## src/rtl/mem_wb_stage.sv

```systemverilog
// MEM/WB pipeline stage: issues data-memory accesses, stalls upstream until ack
// or timeout, and registers the regfile write-back port.
module mem_wb_stage #(
    parameter int unsigned DM_LAT_MAX = 8
) (
    input  logic        clk,
    input  logic        rst,
    input  logic        mem_valid,
    input  logic [31:0] mem_npc,
    input  logic [31:0] mem_aluc,
    input  logic [31:0] mem_mul_res,
    input  logic [31:0] mem_dm_wdata,
    input  logic        mem_lw,
    input  logic        mem_jal,
    input  logic        mem_mul,
    input  logic        mem_dm_w_ena,
    input  logic        mem_rf_w_ena,
    input  logic [4:0]  mem_rf_waddr,
    output logic        dm_req,
    output logic        dm_we,
    output logic [31:0] dm_addr,
    output logic [31:0] dm_wdata,
    input  logic [31:0] dm_rdata,
    input  logic        dm_ack,
    output logic        mem_stall,
    output logic        wb_rf_w_ena,
    output logic [4:0]  wb_rf_waddr,
    output logic [31:0] wb_rf_wdata,
    output logic        dm_timeout,
    output logic [31:0] retired_cnt
);

    localparam int unsigned CNT_W = $clog2(DM_LAT_MAX + 1);

    typedef enum logic {
        S_IDLE   = 1'b0,
        S_ACCESS = 1'b1
    } state_t;

    state_t           r_state;
    state_t           w_state_nxt;
    logic [CNT_W-1:0] r_wait_cnt;
    logic [CNT_W-1:0] w_wait_cnt_nxt;
    logic             w_mem_op;
    logic             w_timeout_hit;
    logic [31:0]      w_wb_data;

    // Reset masks the request so an in-flight access drops immediately.
    assign w_mem_op      = mem_valid & (mem_lw | mem_dm_w_ena) & ~rst;
    assign w_timeout_hit = w_mem_op & ~dm_ack & (r_wait_cnt == CNT_W'(DM_LAT_MAX - 1));

    assign dm_req    = w_mem_op & ((r_state == S_IDLE) | (r_state == S_ACCESS));
    assign dm_we     = dm_req & mem_dm_w_ena;
    assign dm_addr   = dm_req ? mem_aluc : 32'd0;
    assign dm_wdata  = dm_req ? mem_dm_wdata : 32'd0;
    assign mem_stall = dm_req & ~dm_ack & ~w_timeout_hit;

    always_comb begin
        w_wb_data = mem_aluc;
        if (mem_lw)
            w_wb_data = dm_rdata;
        else if (mem_jal)
            w_wb_data = mem_npc;
        else if (mem_mul)
            w_wb_data = mem_mul_res;
    end

    // Wait counter holds the cycles already spent waiting by the current op.
    always_comb begin
        w_state_nxt    = r_state;
        w_wait_cnt_nxt = r_wait_cnt;
        case (r_state)
            S_IDLE: begin
                w_wait_cnt_nxt = '0;
                if (mem_stall) begin
                    w_state_nxt    = S_ACCESS;
                    w_wait_cnt_nxt = CNT_W'(1);
                end
            end
            S_ACCESS: begin
                if (mem_stall) begin
                    w_wait_cnt_nxt = r_wait_cnt + CNT_W'(1);
                end else begin
                    w_state_nxt    = S_IDLE;
                    w_wait_cnt_nxt = '0;
                end
            end
            default: begin
                w_state_nxt    = S_IDLE;
                w_wait_cnt_nxt = '0;
            end
        endcase
    end

    always_ff @(posedge clk or posedge rst) begin
        if (rst) begin
            r_state    <= S_IDLE;
            r_wait_cnt <= '0;
        end else begin
            r_state    <= w_state_nxt;
            r_wait_cnt <= w_wait_cnt_nxt;
        end
    end

    // Write-back register: bubble on stall edges, otherwise capture the op.
    always_ff @(posedge clk or posedge rst) begin
        if (rst) begin
            wb_rf_w_ena <= 1'b0;
            wb_rf_waddr <= 5'd0;
            wb_rf_wdata <= 32'd0;
            dm_timeout  <= 1'b0;
            retired_cnt <= 32'd0;
        end else begin
            if (mem_stall) begin
                wb_rf_w_ena <= 1'b0;
            end else begin
                wb_rf_w_ena <= mem_valid & mem_rf_w_ena & (mem_rf_waddr != 5'd0) & ~w_timeout_hit;
                wb_rf_waddr <= mem_rf_waddr;
                wb_rf_wdata <= w_wb_data;
                if (mem_valid)
                    retired_cnt <= retired_cnt + 32'd1;
            end
            if (w_timeout_hit)
                dm_timeout <= 1'b1;
        end
    end

endmodule

```

## config.mk

```make
export PLATFORM = sky130hd
export DESIGN_NAME = mem_wb_stage
export DESIGN_NICKNAME = d
export VERILOG_FILES = /design/src/rtl/mem_wb_stage.sv
export SDC_FILE = /design/constraint.sdc
export NUM_CORES = 1
export LEC_CHECK = 0
export CAP_MARGIN = 20
export CORE_MARGIN = 2
export CORE_UTILIZATION = 25
export DETAILED_ROUTE_END_ITERATION = 10
export PLACE_DENSITY = 0.7
export SYNTH_ARGS = -nofsm -noshare
export SYNTH_HDL_FRONTEND = slang
export SYNTH_SLANG_ARGS = --single-unit
```

## constraint.sdc

```tcl
create_clock -name clk -period 2.7 [get_ports clk]
set_input_delay 0.27 -clock clk [delete_from_list [all_inputs] [get_ports clk]]
set_output_delay 0.27 -clock clk [all_outputs]
set_load 0.02 [all_outputs]
```

After elaboration in Yosys (flattened, before gate mapping)
Index checks and enable logic that the tools add are counted.
{"block": "classes", "n_addsub": 2, "n_mux": 10, "n_bitwise": 15, "eq_ne": 1, "reduce_logical": 2}
{"operator": "$mux 32", "count": 5}
{"operator": "$add 32x1->32 const B", "count": 1}
{"operator": "$and 1x1->1", "count": 9}
{"operator": "$pmux 4 s2", "count": 1}
{"operator": "$not 1->1", "count": 5}
{"operator": "$reduce_bool 5->1", "count": 1}
{"operator": "$add 4x1->4 const B", "count": 1}
{"operator": "$eq 4x3->1 const B", "count": 1}
{"operator": "$mux 4", "count": 1}
{"operator": "$mux 1", "count": 3}
{"operator": "$reduce_and 2->1", "count": 1}
{"operator": "$or 1x1->1", "count": 1}
{"block": "word_totals", "ff_bits": 76, "output_inout_bits": 138}

Depth between registers and ports, before layout
Gate-level depths: netlist of run 1.
{"block": "depth", "depth_word": 9, "mapped_depth": 7, "ltp_nobuf": 5}

Least setup slack after synthesis of run 1
Ideal clock, no wire load.
{"block": "synth_path", "kind": "input to output", "start": "input port rst", "end": "output port dm_we", "stages": 2, "arrival_time_ps": 2308, "path_buffers": 0, "required_ps": 2430, "slack_ps": 122, "path_cell_list": "inv_1 > and3_1"}
{"block": "synth_via", "elab_chain_len": 3}
{"element": "from (decl)", "line": "7", "source": "input logic rst,"}
{"element": "$not 1->1", "line": "49", "source": "assign w_mem_op = mem_valid & (mem_lw | mem_dm_w_ena) & ~rst;"}
{"element": "$and 1x1->1", "line": "49"}
{"element": "$and 1x1->1", "line": "53", "source": "assign dm_we = dm_req & mem_dm_w_ena;"}
{"element": "to (decl)", "line": "20", "source": "output logic dm_we,"}
No other way between the ends.

Worst setup path after layout of run 1
{"block": "layout_path", "start": "register r_wait_cnt[0]", "end": "output port mem_stall"}
{"block": "layout_via", "elab_chain_len": 4}
{"element": "from (decl)", "line": "42", "source": "logic [CNT_W-1:0] r_wait_cnt;"}
{"element": "from (signal assigned)", "line": "101", "source": "r_wait_cnt <= w_wait_cnt_nxt;"}
{"element": "$eq 4x3->1", "line": "50", "source": "assign w_timeout_hit = w_mem_op & ~dm_ack & (r_wait_cnt == CNT_W'(DM_LAT_MAX - 1));"}
{"element": "$and 1x1->1", "line": "50"}
{"element": "$not 1->1", "line": "56", "source": "assign mem_stall = dm_req & ~dm_ack & ~w_timeout_hit;"}
{"element": "$and 1x1->1", "line": "56"}
{"element": "to (decl)", "line": "25", "source": "output logic mem_stall,"}
No other way between the ends.

==> insert_results.sql, run 1 <==
INSERT INTO impl_metrics (metric_group, metric, value, unit) VALUES
('clocking', 'cts_hold_fix_bufs', '0', ''),
('floorplan', 'die_area', '20000', 'um2'),
('pwr', 'power.share.combinational', '30.9', '%'),
('worst_setup_path', 'arrival', '2300', 'ps'),
('outcome', 'status', 'finished, final reports clean', ''),
('routing', 'drt_iter0_drc', '178', ''),
('worst_setup_path', 'worstSetupPathType', 'register to primary output', ''),
('floorplan', 'coreArea', '18600', 'um2'),
('routing', 'totalWireLength', '16900', 'um'),
('clocking', 'cts_resized', '0', ''),
('pwr', 'vdd_ir_drop_max', '0.253', 'mV'),
('timing', 'final_hold_viol_count', '0', ''),
('worst_setup_path', 'setup.worst_path.end_class', 'primary output', ''),
('yosys', 'postSynthRegisterBits', '76', ''),
('clocking', 'cts.sinks', '76', ''),
('clocking', 'cts-root-buf', 'sky130_fd_sc_hd__clkbuf_16', ''),
('pwr', 'switching_share', '30.5', '%'),
('worst_setup_path', 'cp_cell_sequence', 'ha_1, and3b_4, nor4_4, clkdlybuf4s50_1', ''),
('yosys', 'synthDominantCellAreaShare', '40.3', '%'),
('yosys', 'yosys.cell_count.top_type', 'sky130_fd_sc_hd__dfrtp_1', ''),
('run', 'drv_cap', '0', ''),
('timing', 'min_period_over_period', '95.2', '%'),
('yosys', 'synth_flop_cell', 'sky130_fd_sc_hd__dfrtp_1', ''),
('yosys', 'proportion_of_synthesized_chip_area_in_sequential_cells', '40.3', '%'),
('layout', 'design.final.nets', '1007', ''),
('layout', 'antenna-diode-count', '0', ''),
('timing', 'fin_skew', '5.25', 'ps'),
('yosys', 'avgSynthCellArea', '8.81', 'um2'),
('clocking', 'longest_clk_path_bufs', '2', ''),
('global_route', 'track_usage', '16.7', '%'),
('floorplan', 'starting_utilization_of_the_core_area', '25.4', '%'),
('timing', 'min_period', '2570', 'ps'),
('clocking', 'clkSlewWorstSetupHoldPaths', '60', 'ps'),
('worst_setup_path', 'worstSetupStartpointType', 'register', ''),
('global_route', 'pin_count_of_the_biggest_net_entering_global_routing', '80', ''),
('floorplan', 'die_x', '141', 'um'),
('yosys', 'synth_enable_flop_cells', '0', ''),
('timing', 'setup_viol', '0', ''),
('worst_setup_path', 'crit_required', '2430', 'ps'),
('pwr', 'intPower', '2.64', 'mW'),
('yosys', 'netlist_instances', '535', ''),
('yosys', 'post_synthesis_cell_type_count', '39', ''),
('pwr', 'power.net_switching', '1.16', 'mW'),
('global_route', 'globalRouteOverflowTotal', '0', ''),
('yosys', 'synthesis.area', '4720', 'um2'),
('yosys', 'yosysWarnings', '0', ''),
('worst_setup_path', 'worst-path-buf-inv', '1', ''),
('worst_setup_path', 'crit_path_max_fanout', '3', ''),
('routing', 'routed_wire_length_per_instance', '15.8', 'um'),
('pwr', 'seqPwrFrac', '36.1', '%'),
('placed_design', 'place_congestion', '0.832', ''),
('global_route', 'first_global_vias', '5073', ''),
('routing', 'drt_first_pass_iters', '5', ''),
('timing', 'slew_headroom', '55.6', '%'),
('timing', 'grt_setup_unrepaired', 'false', ''),
('placed_design', 'number_of_port_buffers', '311', ''),
('yosys', 'post_synth_most_frequent_cells', '76 x sky130_fd_sc_hd__dfrtp_1, 69 x sky130_fd_sc_hd__and2_1, 41 x sky130_fd_sc_hd__nand2_1', ''),
('yosys', 'synth_async_sr_flop_share', '100', '%'),
('yosys', 'syn-num-nets', '711', ''),
('worst_setup_path', 'cp_max_stage_delay', '710', 'ps'),
('floorplan', 'num_rows', '50', ''),
('layout', 'final.fill_count', '1820', ''),
('clocking', 'htreeDepth', '3', ''),
('worst_setup_path', 'cpLargestDelayFamily', 'buffers and inverters', ''),
('global_route', 'first_pass_grt_wire_length', '26200', 'um'),
('clocking', 'source_to_sink_clock_delay_at_the_later_pin_of_the_worst_skew_pair', '350', 'ps'),
('layout', 'layout-drive-gt1-share', '5.74', '%'),
('yosys', 'netlist_top_cells_area', 'sky130_fd_sc_hd__dfrtp_1 40%, sky130_fd_sc_hd__and2_1 9.2%, sky130_fd_sc_hd__a211o_1 5.9%', ''),
('routing', 'dr_total_vias', '4992', ''),
('clocking', 'clock_tree_from_tritoncts', 'built', ''),
('layout', 'finish.instance_area', '8380', 'um2');
## worst min-delay path: stages
cell and delay, ps:
sky130_fd_sc_hd__clkdlybuf4s50_1 450, sky130_fd_sc_hd__buf_4 170, sky130_fd_sc_hd__clkinv_2 40, sky130_fd_sc_hd__buf_4 160
## metrics by stage
step / hold WS [ps] / util [%] / cells / total power, mW / worst slack [ps]
6_report: 412 / 45.1 / 1070 / 3.79 / 131
5_1_grt: 417 / 45.1 / 1070 / 4.00 / 11.3
4_1_cts: 464 / 44.9 / 1068 / 3.84 / 59.9
3_5_place_dp: 466 / 43.2 / 1052 / 2.56 / 209
3_3_place_gp: 458 / 43.2 / 1052 / 2.55 / 204
2_1_floorplan: 388 / - / 535 / 1.88 / 122
## layer usage
| metal | up-vias | global-route usage [%] | share of wire, % |
|---|---|---|---|
| li1 | 2432 | - | - |
| met1 | 2319 | 19.1 | 39 |
| met2 | 210 | 29.5 | 51 |
| met3 | 31 | 5.33 | 6.9 |
| met4 | 0 | 5.95 | 2.9 |
| met5 | - | 0 | 0 |
## worst paths after layout
kind,slack (ps),cells past startpoint,start,to
setup / recovery,130,4,r_wait_cnt[0],mem_stall
hold / removal,410,4,rst,retired_cnt[4]
setup reg to reg,600,5,r_wait_cnt[0],wb_rf_waddr[2]
hold reg to reg,470,1,r_state,r_wait_cnt[0]
max in group asynchronous,1710,5,rst,wb_rf_wdata[9]
min in group clk,470,1,r_state,r_wait_cnt[0]
## layout by cell type, fill, tap and decap left out, drive strengths merged, types with 2 or more instances in the layout
master	instances
buf	18
dfrtp	76
clkbuf	10
and4	2
xor2	8
a211o	32
mux2	6
nand3	11
nor2b	32
inv	36
nor2	11
or4	2
and2	69
and3	6
clkdlybuf4s50	307
clkinvlp	3
ha	2
xnor2	25
a21oi	32
nand2	41
nor4	3
o21ai	32
a22oi	32
nor3	9
nand4	20
## state kept, by name, indices dropped and copies added (netlist names)
name and cells:
r_wait_cnt 4, retired_cnt 32, wb_rf_wdata 32, wb_rf_w_ena 1, dm_timeout 1, wb_rf_waddr 5
r_state 1
## layout make-up
class	instances	area, um2	area share, %
Clock buffer	10	239	2.85
Clock inverter	6	70.1	0.836
Inverter	35	133	1.58
Multi-Input combinational cell	384	2490	29.7
Sequential cell	76	1900	22.7
Tap cell	234	293	3.49
Timing Repair Buffer	325	3260	38.9
## cells by family (layout without fill, tap and decap cells)
| kind of cell | Yosys count | in the layout | share of synthesized area (%) |
|---|---|---|---|
| xor+xnor | 33 | 33 | 6.13 |
| buf+inv | 75 | 376 | 7.03 |
| flops | 76 | 76 | 40.3 |
| compound gates | 132 | 132 | 19.1 |
| fa+ha+maj | 2 | 2 | 0.531 |
| mux | 6 | 6 | 1.43 |
| simple gates | 211 | 211 | 25.5 |
## power by group through the flow
stage	clock (mW)	sequential (mW)	combinational (mW)
2_1_floorplan	0	1.51	0.373
3_3_place_gp	0	1.39	1.17
3_5_place_dp	0	1.39	1.17
4_1_cts	1.29	1.37	1.18
5_1_grt	1.34	1.39	1.26
6_report	1.25	1.37	1.17
Note: power is estimated with default switching activity, not from simulation.
==> run 2: changes to the inputs <==
- CTS_BUF_LIST: not set -> sky130_fd_sc_hd__clkbuf_4 sky130_fd_sc_hd__clkbuf_8
==> run 2 against run 1 <==
Compared with the run above:
- critical path depth increased by 2
- flip-flop and latch count unchanged
- sequential share of layout area increased by 0.27 points
- highest routed layer unchanged
- non-clock buffer count unchanged
- count of clock-buffer cells in the layout unchanged
- hold slack got worse by 28 ps
- wire length decreased by 0.19%
- critical path type is now input pin to primary output
- via count decreased by 0.44%
- total power decreased by 8.9%
- register-to-register slack about the same
- final area decreased by 1.2%
- cell count unchanged
==> insert_results.sql, run 2 (synthesis results as in run 1) <==
INSERT INTO impl_metrics (metric_group, metric, value, unit) VALUES
('pwr', 'total_leakage_power', '3.40', 'nW'),
('floorplan', 'coreArea', '18600', 'um2'),
('routing', 'totalWireLength', '16900', 'um'),
('floorplan', 'die_x', '141', 'um'),
('worst_setup_path', 'arrival', '2210', 'ps'),
('worst_setup_path', 'worst_r2r_endpoint', 'wb_rf_waddr[2]', ''),
('layout', 'design.final.nets', '1007', ''),
('clocking', 'clock_tree_from_tritoncts', 'built', ''),
('timing', 'fin_skew', '7.72', 'ps'),
('run', 'drv_cap', '0', ''),
('clocking', 'source_to_sink_clock_delay_at_the_later_pin_of_the_worst_skew_pair', '360', 'ps'),
('pwr', 'pwr_density_cell', '417', 'nW/um2'),
('timing', 'slew_viol_final', '0', ''),
('routing', 'drt_iter0_drc', '180', ''),
('worst_setup_path', 'critical_path.reg2reg.startpoint', 'r_wait_cnt[0]', ''),
('timing', 'slew_headroom', '54.6', '%'),
('routing', 'dr_total_vias', '4970', ''),
('clocking', 'longest_clk_path_bufs', '2', ''),
('placed_design', 'place_congestion', '0.832', ''),
('timing', 'min_period_over_period', '91.8', '%'),
('clocking', 'clkSlewWorstSetupHoldPaths', '90', 'ps'),
('timing', 'setup_viol', '0', ''),
('layout', 'most_frequent_cells_in_the_layout', '306 x sky130_fd_sc_hd__clkdlybuf4s50_1, 76 x sky130_fd_sc_hd__dfrtp_1, 69 x sky130_fd_sc_hd__and2_1', ''),
('worst_setup_path', 'worstSetupStartpointType', 'input pin', ''),
('global_route', 'first_pass_grt_wire_length', '26100', 'um'),
('layout', 'leading_registers_by_flop_count', 'retired_cnt (32), wb_rf_wdata (32), wb_rf_waddr (5)', ''),
('global_route', 'pin_count_of_the_biggest_net_entering_global_routing', '80', ''),
('routing', 'drt_first_pass_iters', '5', ''),
('layout', 'antenna-diode-count', '0', ''),
('worst_setup_path', 'crit_path_max_fanout', '54', ''),
('timing', 'min_period', '2480', 'ps'),
('global_route', 'antenna_violations_before_repair', '0', ''),
('timing', 'clock.fmax', '403', 'MHz'),
('floorplan', 'num_rows', '50', ''),
('pwr', 'vdd_ir_drop_max', '0.202', 'mV'),
('routing', 'routed_wire_length_per_instance', '15.8', 'um'),
('timing', 'grt_setup_unrepaired', 'false', ''),
('worst_hold_path', 'worstHoldPathType', 'input pin to async pin', ''),
('routing', 'drc', '0', ''),
('floorplan', 'die_area', '20000', 'um2'),
('clocking', 'cts_resized', '0', ''),
('clocking', 'htreeDepth', '3', ''),
('floorplan', 'die_h', '141', 'um'),
('clocking', 'cts.sinks', '76', ''),
('worst_setup_path', 'r2r_cells', '5', ''),
('timing', 'sum_of_negative_setup_slack', '0', 'ps'),
('timing', 'worst_pin_slew', '681', 'ps'),
('placed_design', 'number_of_port_buffers', '311', ''),
('outcome', 'status', 'finished, final reports clean', ''),
('layout', 'synthToLayoutAreaGrowth', '75.7', '%'),
('global_route', 'globalRouteOverflowTotal', '0', ''),
('layout', 'layout-drive-gt1-share', '5.74', '%'),
('layout', 'utilization', '44.6', '%'),
('clocking', 'cts-root-buf', 'sky130_fd_sc_hd__clkbuf_8', ''),
('worst_setup_path', 'worstSetupPathType', 'input pin to primary output', ''),
('clocking', 'cts_hold_fix_bufs', '0', ''),
('layout', 'layout_commonest_cell', 'sky130_fd_sc_hd__clkdlybuf4s50_1', ''),
('worst_setup_path', 'setup.worst_path.end_class', 'primary output', ''),
('timing', 'final_hold_viol_count', '0', ''),
('routing', 'drt-vias-per-instance', '4.64', ''),
('floorplan', 'starting_utilization_of_the_core_area', '25.4', '%'),
('global_route', 'first_global_vias', '5061', ''),
('routing', 'ant_nets', '0', ''),
('global_route', 'track_usage', '16.6', '%'),
('floorplan', 'floorplan.io_pins', '312', ''),
('placed_design', 'dpl.hpwl', '13000', 'um'),
('worst_setup_path', 'setup_slack_reg_to_reg', '610', 'ps'),
('clocking', 'cts_buffers', '9', ''),
('worst_setup_path', 'crit_required', '2430', 'ps'),
('clocking', 'post_cts_buffers', '0', '');
-- run 2: layer usage --
metal  part of all wire [%]  GRT usage [%]  vias to the layer above
li1                       -              -                     2434
met2                     51           29.3                      198
met3                    6.7           4.72                       30
met1                     40           19.1                     2308
met5                      0              0                        -
met4                    3.1           6.37                        0
-- run 2: metrics by stage --
step / instance area, um2 / instances / hold WS (ps) / total power, mW / setup WS [ps]
floorplan: 4720 / 535 / 388 / 1.88 / 122
detailed placement: 8030 / 1052 / 466 / 2.56 / 209
global placement: 8030 / 1052 / 458 / 2.55 / 204
CTS: 8240 / 1068 / 423 / 3.51 / 16.9
global route: 8290 / 1070 / 385 / 3.66 / 113
finish: 8290 / 1070 / 384 / 3.46 / 222
-- run 2: cell type report --
type,count,area (um2)
clock buffers,10,138
clock inverters,6,70.1
fillers,1833,10300
inverters,35,133
multi-input cells,384,2490
flip-flops and latches,76,1900
well taps,234,293
repair buffers,325,3260
-- run 2: worst max-delay path, stage by stage --
cell                              delay, ps
sky130_fd_sc_hd__clkdlybuf4s50_1        420
sky130_fd_sc_hd__nor2_1                 480
sky130_fd_sc_hd__nor2_4                 100
sky130_fd_sc_hd__buf_12                 190
sky130_fd_sc_hd__and2_1                 180
sky130_fd_sc_hd__clkdlybuf4s50_1        540
-- run 2: worst max path at each step --
stage / from / end / slack [ps]
floorplan: rst / dm_we / 120
global placement: mem_dm_w_ena / dm_addr[19] / 200
detailed placement: mem_dm_w_ena / dm_wdata[8] / 210
CTS: r_wait_cnt[0] / mem_stall / 20
global route: mem_dm_w_ena / dm_wdata[8] / 110
finish: mem_dm_w_ena / dm_addr[19] / 220
-- run 2: power breakdown --
| part | internal (mW) | total [mW] | switching [mW] |
|---|---|---|---|
| Combinational | 0.637 | 1.17 | 0.538 |
| Sequential | 1.25 | 1.37 | 0.116 |
| Clock | 0.458 | 0.916 | 0.458 |
==> run 3: changes to the inputs <==
- ABC_CLOCK_PERIOD_IN_PS: not set -> 2700
- PLACE_DENSITY: 0.7 -> not set
- PLACE_DENSITY_LB_ADDON: not set -> 0.05
==> run 3 against run 2 <==
Compared with the run above:
- sequential share of layout area fell by 0.055 points
- total power increased by 2.8%
- fmax grew 2.5%
- wire length rose by 9.1%
- highest routed layer unchanged
==> insert_results.sql, run 3 (synthesis results as in run 1) <==
INSERT INTO impl_metrics (metric_group, metric, value, unit) VALUES
('outcome', 'status', 'finished, final reports clean', ''),
('routing', 'drt_iter0_drc', '129', ''),
('routing', 'drt_first_pass_iters', '6', ''),
('layout', 'utilization', '44.7', '%'),
('worst_hold_path', 'whs_path_depth', '3', ''),
('layout', 'leading_registers_by_flop_count', 'retired_cnt (32), wb_rf_wdata (32), wb_rf_waddr (5)', ''),
('clocking', 'cts-root-buf', 'sky130_fd_sc_hd__clkbuf_8', ''),
('layout', 'finish.cell_count_without_fillers', '1070', ''),
('layout', 'design.final.nets', '1006', ''),
('routing', 'ant_nets', '0', ''),
('routing', 'drt-vias-per-instance', '4.58', ''),
('worst_setup_path', 'crit_path_slowest_cell', 'sky130_fd_sc_hd__clkdlybuf4s50_1', ''),
('worst_setup_path', 'cp_max_stage_delay', '620', 'ps'),
('worst_setup_path', 'timing.critical_path.mode_cell', 'sky130_fd_sc_hd__clkdlybuf4s50_1', ''),
('worst_setup_path', 'critical_path.reg2reg.startpoint', 'r_wait_cnt[0]', ''),
('global_route', 'first_global_vias', '5047', ''),
('global_route', 'track_usage', '18.1', '%'),
('worst_setup_path', 'worstSetupStartpointType', 'input pin', ''),
('global_route', 'first_pass_grt_wire_length', '28100', 'um'),
('placed_design', 'place_congestion', '0.801', ''),
('floorplan', 'die_x', '141', 'um'),
('timing', 'fin_skew', '11.5', 'ps'),
('floorplan', 'num_rows', '50', ''),
('layout', 'layout-drive-gt1-share', '5.51', '%'),
('clocking', 'cts_hold_fix_bufs', '0', ''),
('routing', 'dr_total_vias', '4896', ''),
('layout', 'multiInputGateArea', '2490', 'um2'),
('global_route', 'antenna_violations_before_repair', '0', ''),
('worst_setup_path', 'worstSetupPathType', 'input pin to primary output', ''),
('clocking', 'longest_clk_path_bufs', '2', ''),
('routing', 'drc', '0', ''),
('timing', 'grt_setup_unrepaired', 'false', ''),
('clocking', 'post_cts_buffers', '0', ''),
('global_route', 'pin_count_of_the_biggest_net_entering_global_routing', '80', ''),
('timing', 'slew_viol_final', '0', ''),
('layout', 'most_frequent_cells_in_the_layout', '307 x sky130_fd_sc_hd__clkdlybuf4s50_1, 76 x sky130_fd_sc_hd__dfrtp_1, 69 x sky130_fd_sc_hd__and2_1', ''),
('worst_hold_path', 'min_to', 'wb_rf_w_ena', ''),
('placed_design', 'number_of_port_buffers', '311', ''),
('placed_design', 'inst_count_dp', '1052', ''),
('clocking', 'cts_buffers', '9', ''),
('layout', 'final.fill_count', '1804', ''),
('timing', 'min_period_over_period', '89.5', '%'),
('timing', 'slew_headroom', '55.4', '%'),
('floorplan', 'coreArea', '18600', 'um2'),
('layout', 'regArea', '1900', 'um2'),
('global_route', 'globalRouteOverflowTotal', '0', ''),
('timing', 'hold-worst-slack', '441', 'ps'),
('clocking', 'cts.sinks', '76', ''),
('worst_hold_path', 'timing.hold.worst.start', 'mem_rf_w_ena', ''),
('worst_setup_path', 'cp_cell_sequence', 'clkdlybuf4s50_1, nor2_1, buf_4, nor2_4, buf_12, and2_1, clkdlybuf4s50_1', ''),
('timing', 'clock.fmax', '414', 'MHz'),
('run', 'drv_cap', '0', ''),
('layout', 'layout_commonest_cell', 'sky130_fd_sc_hd__clkdlybuf4s50_1', ''),
('timing', 'timing.final.ws_setup', '283', 'ps'),
('worst_setup_path', 'worst_r2r_endpoint', 'wb_rf_waddr[1]', ''),
('layout', 'finish.instance_area', '8310', 'um2'),
('placed_design', 'placement.setup.worst_slack', '272', 'ps'),
('pwr', 'pwr_density_cell', '428', 'nW/um2'),
('routing', 'routed_wire_length_per_instance', '17.2', 'um'),
('worst_setup_path', 'crit_required', '2430', 'ps'),
('floorplan', 'starting_utilization_of_the_core_area', '25.4', '%'),
('floorplan', 'die_area', '20000', 'um2'),
('placed_design', 'dpl_cell_area', '8040', 'um2'),
('clocking', 'htreeDepth', '3', ''),
('worst_hold_path', 'worstHoldPathType', 'input pin to register', ''),
('routing', 'totalWireLength', '18400', 'um'),
('clocking', 'clock_tree_from_tritoncts', 'built', ''),
('worst_setup_path', 'r2r_cells', '5', ''),
('clocking', 'source_to_sink_clock_delay_at_the_later_pin_of_the_worst_skew_pair', '360', 'ps'),
('clocking', 'cts_resized', '0', ''),
('layout', 'synthToLayoutAreaGrowth', '76.1', '%'),
('timing', 'worst_pin_slew', '670', 'ps'),
('pwr', 'total_leakage_power', '3.41', 'nW'),
('worst_setup_path', 'setup.worst_path.end_class', 'primary output', ''),
('floorplan', 'die_h', '141', 'um'),
('worst_setup_path', 'crit_path_max_fanout', '65', ''),
('pwr', 'vdd_ir_drop_max', '0.167', 'mV'),
('timing', 'final_hold_viol_count', '0', ''),
('placed_design', 'dpl.hpwl', '14300', 'um'),
('clocking', 'clkSlewWorstSetupHoldPaths', '90', 'ps'),
('floorplan', 'floorplan.io_pins', '312', ''),
('timing', 'min_period', '2420', 'ps'),
('worst_setup_path', 'setup_slack_reg_to_reg', '610', 'ps'),
('timing', 'setup_viol', '0', ''),
('pwr', 'total_chip_power', '3.56', 'mW'),
('timing', 'sum_of_negative_setup_slack', '0', 'ps'),
('worst_setup_path', 'arrival', '2150', 'ps');
-- run 3: changes by cell type in the layout (fill, tap and decap cells not counted), moves of 2 or more --
cell                         change
sky130_fd_sc_hd__clkinv_4        +2
sky130_fd_sc_hd__buf_4           -2
sky130_fd_sc_hd__clkinvlp_4      -2
sky130_fd_sc_hd__inv_6           -2
-- run 3: worst max path at each step --
stage | slack, ps | start | end
detailed placement | 270 | mem_dm_w_ena | dm_addr[13]
finish | 280 | mem_dm_w_ena | dm_addr[13]
CTS | 20 | r_wait_cnt[0] | mem_stall
floorplan | 120 | rst | dm_we
global placement | 330 | mem_dm_w_ena | dm_wdata[16]
global route | 210 | mem_dm_w_ena | dm_addr[13]
-- run 3: area by class of cell --
type	instances	area share (%)
repair buffers	324	39.2
clock buffers	11	1.75
clock inverters	5	1.02
diodes	1	0.0301
flip-flops and latches	76	22.9
inverters	35	1.60
multi-input cells	384	30.0
well taps	234	3.53
-- run 3: report_power, final --
group	switching (mW)	leakage [nW]	internal (mW)
clock network	0.456	0.113	0.560
logic	0.536	2.32	0.636
registers	0.117	0.971	1.25
total	1.11	3.41	2.45
-- run 3: per-layer routing --
metal	vias up	global-route usage, %	wire length (um)
met2	155	32.1	9390
met1	2293	20.8	7430
met4	0	6.11	337
met3	15	5.67	1290
li1	2433	-	-
met5	-	0	0
-- run 3: critical path, delay by kind of cell --
| kind | cells | cell delay [ps] |
|---|---|---|
| AND/OR/NAND/NOR | 3 | 350 |
| buffers and inverters | 4 | 1490 |
